`src/rtl/ct_f_spsram_ctrl.sv`:
```
// Single-port SRAM controller: clears the whole array after reset, then serves
// one read or write per cycle, returning read data through a 2-entry FIFO.
//
// Handshakes: a request transfers on a rising edge where req_vld && req_rdy;
// a response transfers on a rising edge where rsp_vld && rsp_rdy. A valid
// is held with its payload stable until the matching ready is seen high.
module ct_f_spsram_ctrl (
    input  logic        forever_cpuclk,
    input  logic        cpurst_b,
    input  logic        req_vld,
    output logic        req_rdy,
    input  logic        req_wr,
    input  logic [10:0] req_addr,
    input  logic [31:0] req_wdata,
    input  logic [3:0]  req_be,
    output logic        rsp_vld,
    input  logic        rsp_rdy,
    output logic [31:0] rsp_rdata,
    output logic        init_done,
    output logic [10:0] sram_a,
    output logic        sram_cen,
    output logic        sram_gwen,
    output logic [31:0] sram_wen,
    output logic [31:0] sram_d,
    input  logic [31:0] sram_q,
    output logic [1:0]  dbg_state
);

    typedef enum logic [1:0] {
        RST_WAIT = 2'd0,
        INIT     = 2'd1,
        RUN      = 2'd2
    } state_t;

    state_t      state;
    state_t      state_nxt;
    logic [10:0] init_cnt;
    logic        inflight;
    logic [1:0]  fifo_cnt;
    logic        wr_ptr;
    logic        rd_ptr;
    logic [31:0] fifo_mem [2];
    logic        push;
    logic        pop;
    logic [2:0]  occupancy;
    logic        accept;
    logic        rd_acc;
    logic        wr_acc;
    logic [31:0] be_mask;

    assign dbg_state = state;

    // State register
    always_ff @(posedge forever_cpuclk or negedge cpurst_b) begin
        if (!cpurst_b) state <= RST_WAIT;
        else           state <= state_nxt;
    end

    // Next state: one wait cycle, 2048 clear cycles, then run until reset
    always_comb begin
        state_nxt = state;
        case (state)
            RST_WAIT: state_nxt = INIT;
            INIT:     if (init_cnt == 11'h7FF) state_nxt = RUN;
            RUN:      state_nxt = RUN;
            default:  state_nxt = RST_WAIT;
        endcase
    end

    // Clear-address counter, advances once per INIT cycle
    always_ff @(posedge forever_cpuclk or negedge cpurst_b) begin
        if (!cpurst_b)          init_cnt <= '0;
        else if (state == INIT) init_cnt <= init_cnt + 11'd1;
    end

    // Registered init_done, high exactly while in RUN
    always_ff @(posedge forever_cpuclk or negedge cpurst_b) begin
        if (!cpurst_b) init_done <= 1'b0;
        else           init_done <= (state_nxt == RUN);
    end

    // A pop in the same cycle frees a slot, so streaming reads keep req_rdy high
    assign push      = inflight;
    assign pop       = rsp_vld && rsp_rdy;
    assign occupancy = {1'b0, fifo_cnt} + {2'b0, inflight} - {2'b0, pop};
    assign req_rdy   = init_done && (occupancy < 3'd2);
    assign accept    = req_vld && req_rdy;
    assign rd_acc    = accept && !req_wr;
    assign wr_acc    = accept && req_wr && (req_be != 4'b0000);

    // Expand byte enables into the active-low per-bit write mask
    always_comb begin
        be_mask = '1;
        for (int k = 0; k < 4; k++) begin
            be_mask[8*k +: 8] = {8{~req_be[k]}};
        end
    end

    // SRAM port drive: clear pattern in INIT, pass-through request in RUN
    always_comb begin
        sram_cen  = 1'b1;
        sram_gwen = 1'b1;
        sram_wen  = '1;
        sram_a    = init_cnt;
        sram_d    = '0;
        case (state)
            INIT: begin
                sram_cen  = 1'b0;
                sram_gwen = 1'b0;
                sram_wen  = '0;
            end
            RUN: begin
                sram_a = req_addr;
                sram_d = req_wdata;
                if (wr_acc) begin
                    sram_cen  = 1'b0;
                    sram_gwen = 1'b0;
                    sram_wen  = be_mask;
                end else if (rd_acc) begin
                    sram_cen  = 1'b0;
                end
            end
            default: ;
        endcase
    end

    // In-flight flag marks the cycle sram_q carries the accepted read's data
    always_ff @(posedge forever_cpuclk or negedge cpurst_b) begin
        if (!cpurst_b) inflight <= 1'b0;
        else           inflight <= rd_acc;
    end

    // Response FIFO: 2 entries, 1-bit wrapping pointers, push/pop may coincide
    always_ff @(posedge forever_cpuclk or negedge cpurst_b) begin
        if (!cpurst_b) begin
            fifo_mem[0] <= '0;
            fifo_mem[1] <= '0;
            wr_ptr      <= 1'b0;
            rd_ptr      <= 1'b0;
            fifo_cnt    <= '0;
        end else begin
            if (push) begin
                fifo_mem[wr_ptr] <= sram_q;
                wr_ptr           <= ~wr_ptr;
            end
            if (pop) rd_ptr <= ~rd_ptr;
            case ({push, pop})
                2'b10:   fifo_cnt <= fifo_cnt + 2'd1;
                2'b01:   fifo_cnt <= fifo_cnt - 2'd1;
                default: fifo_cnt <= fifo_cnt;
            endcase
        end
    end

    assign rsp_vld   = (fifo_cnt != 2'd0);
    assign rsp_rdata = fifo_mem[rd_ptr];

endmodule

```
`config.mk`:
```
export PLATFORM = sky130hd
export DESIGN_NAME = ct_f_spsram_ctrl
export DESIGN_NICKNAME = d
export VERILOG_FILES = /design/src/rtl/ct_f_spsram_ctrl.sv
export SDC_FILE = /design/constraint.sdc
export NUM_CORES = 1
export LEC_CHECK = 0
export BUFFER_PORTS_ARGS = -buffer_cell sky130_fd_sc_hd__buf_4
export CAP_MARGIN = 20
export CORE_MARGIN = 2
export CORE_UTILIZATION = 36
export CTS_BUF_LIST = sky130_fd_sc_hd__clkbuf_8
export DETAILED_ROUTE_END_ITERATION = 8
export GPL_TIMING_DRIVEN = 0
export HOLD_SLACK_MARGIN = 0.06
export PLACE_DENSITY_LB_ADDON = 0.15
export SETUP_SLACK_MARGIN = 0.4
export SKIP_LAST_GASP = 1
export SYNTH_ARGS = -nofsm -noshare
export SYNTH_HDL_FRONTEND = slang
export SYNTH_SLANG_ARGS = --single-unit
```
`constraint.sdc`:
```
create_clock -name forever_cpuclk -period 3.7 [get_ports forever_cpuclk]
set_input_delay 0.74 -clock forever_cpuclk [delete_from_list [all_inputs] [get_ports forever_cpuclk]]
set_output_delay 0.74 -clock forever_cpuclk [all_outputs]
set_load 0.05 [all_outputs]
```
== Yosys cells after proc, flatten, opt, wreduce, memory -nomap -nowiden ==
Index checks and enable logic that the tools add are counted.
Word-level totals
  bits of input ports: 84
  register bits: 83
  output and inout port bits: 114
  word-level logic and storage cells: 62
Cells by class
  reduce and logical (&&, ||, !) cells: 12
  add/sub/neg operators: 5
  bitwise operators: 8
  equal/unequal tests: 6
  order comparisons: 4
  mux-type cells: 18
Operators by type and width (number)
  32-bit 2-to-1 mux: 6
  64-bit bitwise mux: 1
  32-bit one-hot mux with 2 select lines: 1
  32-bit demux with 1-bit select: 1
  11-bit by 1-bit adder with 11-bit output (second input constant): 1
  11-bit equality test (second input constant): 1
  11-bit 2-to-1 mux: 1
  1-bit logical AND: 7
  2-bit equality test (second input constant): 3
  1-bit NOT: 6
  2-bit one-hot mux with 3 select lines: 1
  2-bit by 1-bit equality test with 1-bit output (second input constant): 2
  2-bit >= comparator (second input constant): 2
  1-bit NOT with 2-bit output: 2
  1-bit one-hot mux with 2 select lines: 2
  2-bit one-hot mux with 2 select lines: 1
  2-bit nonzero test: 2
  4-bit nonzero test: 1
  2-bit by 1-bit adder with 3-bit output: 1
  3-bit by 2-bit less-than comparator with 1-bit output (second input constant): 1
  1-bit 2-to-1 mux: 3
  3-bit by 1-bit subtractor with 3-bit output: 1
  2-bit by 1-bit adder with 2-bit output (second input constant): 1
  2-bit zero test: 1
  other kinds (4): 4

== Longest topological paths before layout ==
Gate-level depths: netlist (run 1).
  depth in word-level cells: 10
  depth in mapped cells: 8
  mapped depth without buffers: 7

== Worst setup path after synthesis (run 1) ==
OpenSTA, ideal clock, no wires.
  kind: input to output
  start: input port rsp_rdy
  end: output port sram_wen[10]
  required time: 2.960 ns
  data arrival time: 3.340 ns
  path buffers: 1
  path slack: -0.380 ns
  stages on the path: 8
  path through: and3b_1 > a21oi_1 > nand2b_1 > fa_1 > xor2_1 > nor3_2 > a31oi_1 > buf_4
On the way
  word-level cells in the longest chain between the ends: 9
RTL lines
  from (decl): line 17  | input logic rsp_rdy,
  1-bit logical AND: line 84  | assign pop = rsp_vld && rsp_rdy;
  3-bit by 1-bit subtractor with 3-bit output: line 85  | assign occupancy = {1'b0, fifo_cnt} + {2'b0, inflight} - {2'b0, pop};
  3-bit by 2-bit less-than comparator with 1-bit output: line 86  | assign req_rdy = init_done && (occupancy < 3'd2);
  1-bit logical AND: line 86
  1-bit logical AND: line 87  | assign accept = req_vld && req_rdy;
  1-bit logical AND (2 in a row): line 89  | assign wr_acc = accept && req_wr && (req_be != 4'b0000);
  32-bit 2-to-1 mux: line 115  | if (wr_acc) begin
  32-bit one-hot mux with 2 select lines: line 106  | case (state)
  to (decl): line 23  | output logic [31:0] sram_wen,
No other way between the ends.

== Worst setup path in the final report (run 1) ==
  start: input port rsp_rdy
  end: output port sram_wen[1]
Same word-level chain as after synthesis.

==> results of run 1 <==
[cells in the mapped netlist (all sizes together) (2+ instances only)]
cell type  count
nor4           2
nand4          5
o31ai          2
xor2           4
dfrtp         83
nand2b         3
nand2         38
or2            2
buf           42
a31oi          5
and3           2
and2          32
inv            2
clkbuf         4
a21oi          4
mux2          97
nor2b          2
nor3           5
nor2           2
xnor2         10
nand3          3
[registers in the layout, indices dropped and copies added, names as in the netlist]
name and flops:
inflight 1, dbg_state 2, rd_ptr 1, init_done 1, fifo_cnt 2, init_cnt 11, wr_ptr 1, fifo_mem 64
[final cells by class]
type / instances / area (sq um) / share of cell area [%]
multi-input combinational: 227 / 2097 / 30.30
sequential: 83 / 2078 / 30.03
timing repair buffer: 210 / 1873 / 27.07
buffer: 46 / 439.2 / 6.346
tap: 147 / 183.9 / 2.658
clock buffer: 10 / 137.6 / 1.989
clock inverter: 6 / 103.9 / 1.501
inverter: 2 / 7.507 / 0.1085
[cells by family (layout without fill, tap and decap cells)]
logic type,count (synthesis),after routing,synth area share [%]
adders and majority gates,2,2,0.7386
DFF,83,83,47.16
and+or+nand+nor,102,102,12.59
muxes,97,97,27.36
xor gates and xnor gates,14,14,2.784
buffers and inverters,48,274,7.756
AOI/OAI and AO/OA,12,12,1.619
[per-layer routing]
layer | vias up | global-route usage [%] | wire length [um]
met2 | 126 | 30.41 | 6095
met4 | 0 | 6.423 | 186
met5 | - | 0 | 0
li1 | 1636 | - | -
met1 | 1672 | 20.90 | 4578
met3 | 12 | 5.347 | 833
[worst register-to-register path, cell delays in order (launching register included)]
cell and delay (ns):
dfrtp_1 0.40, and3b_2 0.26, a21oi_2 0.04, nand2b_4 0.14
fa_2 0.55, nand3_2 0.10, nor3_1 0.15
[metrics by stage]
| stage | setup WS [ns] | total power, mW | instance area (sq um) | util (%) | hold WS [ns] |
|---|---|---|---|---|---|
| after floorplan | 0.2273 | 0.9658 | 4519 | - | 0.4444 |
| after global placement | 0.1067 | 1.058 | 6182 | 51.68 | 0.4810 |
| after detailed placement | 0.08906 | 1.063 | 6182 | 51.68 | 0.4875 |
| after CTS | 0.2171 | 1.854 | 6724 | 56.21 | 0.5066 |
| after global routing | 0.1832 | 1.911 | 6920 | 57.86 | 0.2276 |
| final | 0.2877 | 1.833 | 6920 | 57.86 | 0.2356 |
[power groups by stage]
stage / combinational [mW] / clock, mW / sequential, mW
finish: 0.116 / 0.786 / 0.931
floorplan: 0.0185 / 0 / 0.947
CTS: 0.115 / 0.808 / 0.931
detailed placement: 0.114 / 0 / 0.949
global route: 0.128 / 0.849 / 0.933
global placement: 0.110 / 0 / 0.948
[path summary, 6_finish.rpt]
check	from	slack (ns)	depth (start not counted)	to
worst max-delay path	rsp_rdy	0.29	12	sram_wen[1]
worst min-delay path	cpurst_b	0.24	1	fifo_mem[30]
worst max register to register	fifo_cnt[0]	1.98	6	inflight
worst min register to register	fifo_mem[32]	0.50	1	fifo_mem[32]
max in group asynchronous	cpurst_b	2.85	2	fifo_mem[16]
min in group forever_cpuclk	fifo_mem[32]	0.50	1	fifo_mem[32]
[timing repair]
item                                    CTS  global route
pin swaps                                 8             6
gates resized for setup                  58            24
buffers inserted                          8             4
endpoints found under the setup margin   34            34
==> results.json, run 1 <==
{
  "rows": 40,
  "die_h_um": 114.6,
  "wl_per_cell_um": 16.00,
  "yosysTopAreaCell": "dfrtp_1",
  "max_freq_ghz": 0.2931,
  "instances_no_fill": 731,
  "setup-violations-final": 0,
  "synth_fp_nets": 444,
  "pin_count": 198,
  "worstPathCellList": "buf_6 > and3b_2 > a21oi_2 > nand2b_4 > fa_2 > nand3_2 > nor3_4 > buf_12 > a31oi_4 > buf_12 > buf_6 > buf_6",
  "hold_class": "primary input to asynchronous set/reset pin",
  "cp_slowest_cell": "fa_2",
  "slew_headroom_pct": 76.24,
  "grt_max_degree": 84,
  "n_antenna_cell": 0,
  "cts_tree": "yes",
  "synth_area_per_cell_sq_um": 12.30,
  "route.final.wire_length_mm": 11.69,
  "worst-endpoint-required_ns": 2.96,
  "antenna_found_initial": 0,
  "hold_violations": 0,
  "numPortBuffers": 197,
  "drt-initial-drc-count": 160,
  "tightestPinTransition_ns": 0.3565,
  "p_switching_mw": 0.3732,
  "fin_skew_ns": 0.01079,
  "power_frac_clock_pct": 42.9,
  "p_per_area_nw_per_um2": 264.9,
  "placed_cells": 702,
  "post-route-period-util_pct": 92.23,
  "synth_area_leaders": "dfrtp_1 47%, mux2_2 17%, mux2_4 10%",
  "ir_worst_vdd_v": 0.0001770,
  "worstPathMaxFanout": 8,
  "yosys_warnings": 0,
  "cts_sinks": 83,
  "seqPwrFrac_pct": 50.8,
  "critPathTopFamily": "buffers and inverters",
  "setup.worst_path.class": "primary input to output pin",
  "routabilityCongestion": 0.8146,
  "ys_seq_elements": 83,
  "outcome": "finished clean",
  "ys.flop_type": "dfrtp_1",
  "swShare_pct": 20.36,
  "clock_latency_ns": 0.36,
  "dr.pass1.iters": 4,
  "cts_hold_buf": 0,
  "fill_cells": 966,
  "grt_pass1_wl_mm": 17.78,
  "routed_via_density": 4.714,
  "route.detailed.drc": 0,
  "vias": 3446,
  "path_buf_inv": 5,
  "seq_area_frac_synth_pct": 47.16,
  "grt_overflow_total": 0,
  "async_flop_share_pct": 100.0,
  "p_comb_share_pct": 6.3,
  "rsz0062_at_grt": "true",
  "h-tree-depth": 3,
  "final_layout_size_suffix_gt1_share_pct": 64.90,
  "nNetsFinal": 665,
  "dieArea_sq_um": 13130,
  "final_cell_mix": "174 x buf_4, 82 x dfrtp_1, 67 x mux2_2",
  "cts_buffers": 9,
  "crit_path_max_incr_delay_ns": 0.45,
  "start_util_pct": 36.82,
  "cp_common_cell": "buf_6",
  "ys_types": 36,
  "synth_area_sq_um": 4404,
  "grt_pass1_vias": 3510,
  "coreArea_sq_um": 11960,
  "syn_inst": 358,
  "synth_edf_count": 0,
  "final_common_cell": "buf_4",
  "endpoint_kind": "output pin",
  "cts_max_path_buffers": 2,
  "critPathArrivalTime_ns": 2.67,
  "area_growth_pct": 57.13,
  "worstSetupStartpointType": "primary input",
  "setup_tns_ns": 0,
  "report.final.slew_viol_count": 0,
  "die_x_um": 114.6,
  "p_int_mw": 1.460,
  "grt_usage_pct": 17.70,
  "cts_root_buf": "clkbuf_8",
  "path_clk_slew_ns": 0.08,
  "ant_nets": 0,
  "cap_violations": 0,
  "leakagePower_nw": 3.473,
  "hpwl_mm": 8.341,
  "yosysTopAreaCellShare_pct": 47.16,
  "post-route-min-period_ns": 3.412
}
Note: power is estimated with default switching activity, not from simulation.
==> run 2, diff against run 1 <==
--- a/config.mk
+++ b/config.mk
@@ -8,10 +8,9 @@
 export BUFFER_PORTS_ARGS = -buffer_cell sky130_fd_sc_hd__buf_4
 export CAP_MARGIN = 20
 export CORE_MARGIN = 2
-export CORE_UTILIZATION = 36
+export CORE_UTILIZATION = 44
 export CTS_BUF_LIST = sky130_fd_sc_hd__clkbuf_8
 export DETAILED_ROUTE_END_ITERATION = 8
-export GPL_TIMING_DRIVEN = 0
 export HOLD_SLACK_MARGIN = 0.06
 export PLACE_DENSITY_LB_ADDON = 0.15
 export SETUP_SLACK_MARGIN = 0.4
==> constraint.sdc (replaced) <==
create_clock -name forever_cpuclk -period 2.9 [get_ports forever_cpuclk]
set_input_delay 0.58 -clock forever_cpuclk [delete_from_list [all_inputs] [get_ports forever_cpuclk]]
set_output_delay 0.58 -clock forever_cpuclk [all_outputs]
set_load 0.05 [all_outputs]
==> run 2 against run 1 <==
Effect of this change: clock-buffer cell count fell by 1; first-iteration DRC count decreased by 15%; highest routed layer unchanged; largest cell class is now multi-input gates; sequential share of layout area rose by 1.1 points; register-to-register slack worse by 2.4 ns; the run now ends with negative setup slack left; global-route usage up 3.7 points; flip-flop and latch count unchanged; largest power group unchanged.
==> results.json, run 2 (synthesis results as in run 1) <==
{
  "numPortBuffers": 197,
  "hpwl_mm": 7.904,
  "fin_skew_ns": 0.01043,
  "coreArea_sq_um": 9729,
  "worst-endpoint-required_ns": 3.14,
  "setup.worst_path.class": "register to register",
  "worstPathMaxFanout": 2,
  "ant_nets": 0,
  "violations": "negative setup slack",
  "setup_slack_ns": -0.3964,
  "start_util_pct": 45.27,
  "cts_tree": "yes",
  "fin_area_sq_um": 6681,
  "grt_pass1_wl_mm": 18.24,
  "grt_overflow_total": 0,
  "routabilityCongestion": 0.7794,
  "rows": 36,
  "top_layer_used": "met4",
  "vias": 3447,
  "hold_class": "primary input to asynchronous set/reset pin",
  "path_clk_slew_ns": 0.08,
  "grt_max_degree": 55,
  "dr.pass1.iters": 4,
  "met1Wirelength_mm": 4.502,
  "h-tree-depth": 3,
  "cts_sinks": 83,
  "route.final.wire_length_mm": 12.13,
  "p_int_mw": 1.743,
  "die_x_um": 104.0,
  "wl_met2_mm": 6.834,
  "post-route-period-util_pct": 113.7,
  "rsz0062_at_grt": "true",
  "cts_buffers": 9,
  "p_per_area_nw_per_um2": 329.5,
  "wl_per_cell_um": 17.16,
  "top_regs": "fifo_mem (64), init_cnt (11)",
  "slew_headroom_pct": 55.97,
  "leakagePower_nw": 3.356,
  "grt_usage_pct": 21.37,
  "report.final.slew_viol_count": 0,
  "die_h_um": 104.0,
  "place_area_sq_um": 5926,
  "crit_path_max_incr_delay_ns": 0.58,
  "worstSetupStartpointType": "register",
  "power_frac_clock_pct": 39.4,
  "power.total_mw": 2.202,
  "grt_pass1_vias": 3553,
  "final_layout_size_suffix_gt1_share_pct": 65.68,
  "routed_via_density": 4.876,
  "placed_cells": 654,
  "critPathArrivalTime_ns": 3.54,
  "hold_violations": 0,
  "max_freq_ghz": 0.3034,
  "area_growth_pct": 51.70,
  "dieArea_sq_um": 10830,
  "dp_slack_ns": -0.2797,
  "instances_no_fill": 707,
  "outcome": "finished, violations left",
  "p_comb_share_pct": 6.6,
  "worstPathCellList": "and3b_2 > a21oi_2 > nand2b_4 > fa_2 > nand3_4 > buf_4 > buf_4 > buf_4 > buf_4 > buf_4 > buf_4 > buf_4 > buf_4 > buf_4 > buf_4 > buf_4 > buf_4 > nor3_1",
  "p_switching_mw": 0.4581,
  "nNetsFinal": 657,
  "cap_violations": 0,
  "final_common_cell": "buf_4",
  "cts_root_buf": "clkbuf_8",
  "fill_cells": 738,
  "cp_common_cell": "buf_4",
  "cts_max_path_buffers": 2,
  "clock_latency_ns": 0.34,
  "largest_register": "fifo_mem",
  "ir_worst_vdd_v": 0.0002676,
  "final_cell_mix": "211 x buf_4, 83 x dfrtp_1, 67 x mux2_2",
  "antenna_found_initial": 0,
  "post-route-util_pct": 68.67,
  "setup-violations-final": 36,
  "post-route-min-period_ns": 3.296,
  "seqPwrFrac_pct": 54.0,
  "drt-initial-drc-count": 136,
  "route.detailed.drc": 0,
  "largest_reg_flops": 64,
  "wl_met3_um": 641,
  "endpoint_kind": "register",
  "cp_slowest_cell": "fa_2",
  "pin_count": 198,
  "swShare_pct": 20.81,
  "tightestPinTransition_ns": 0.6605,
  "n_antenna_cell": 0
}
[run 2: critical path: cells and delay by family, from the launching register on]
family	cells	cell delay, ns
AO/OA/AOI/OAI	1	0.05
adder cells (fa/ha/maj)	1	0.58
AND/OR/NAND/NOR	4	0.67
flip-flops	1	0.40
buffers and inverters	12	1.50
[run 2: final timing paths]
path	slack (ns)	from	end	depth (start not counted)
max	-0.40	fifo_cnt[0]	inflight	18
min	0.26	cpurst_b	fifo_mem[25]	1
max reg2reg	-0.40	fifo_cnt[0]	inflight	18
min reg2reg	0.50	fifo_mem[3]	fifo_mem[3]	1
max in group asynchronous	1.93	cpurst_b	fifo_mem[38]	2
min in group forever_cpuclk	0.47	sram_q[28]	fifo_mem[60]	2
[run 2: per-layer routing]
layer / up-vias / track usage [%]
met1: 1693 / 24.29
met2: 128 / 39.85
li1: 1616 / -
met5: - / 0
met4: 0 / 6.178
met3: 10 / 4.887
[run 2: cell type report]
class / count / area [sq um] / area share (%)
multi-input combinational: 227 / 2126 / 31.82
sequential: 83 / 2077 / 31.09
tap: 133 / 166.4 / 2.491
inverter: 2 / 7.507 / 0.1124
timing repair buffer: 248 / 2101 / 31.44
clock inverter: 5 / 80.08 / 1.199
clock buffer: 9 / 123.9 / 1.854
[run 2: repair_timing]
item	CTS	global route
hold buffers	0	0
resized for setup	25	31
buffers inserted	34	5
setup endpoints to repair	35	37
pin swaps	5	5
[run 2: stage by stage]
| step | TNS (ns) | hold slack [ns] |
|---|---|---|
| finish | -10.15 | 0.2566 |
| global route | -12.99 | 0.2992 |
| CTS | -7.901 | 0.2770 |
| detailed placement | -8.915 | 0.4871 |
| global placement | -7.095 | 0.4807 |
| floorplan | -7.145 | 0.2844 |
[run 2: power groups by stage]
stage | clock [mW] | sequential, mW | combinational (mW)
floorplan | 0 | 1.21 | 0.0235
global placement | 0 | 1.21 | 0.143
detailed placement | 0 | 1.21 | 0.148
CTS | 0.894 | 1.19 | 0.148
global route | 0.946 | 1.19 | 0.161
finish | 0.867 | 1.19 | 0.146
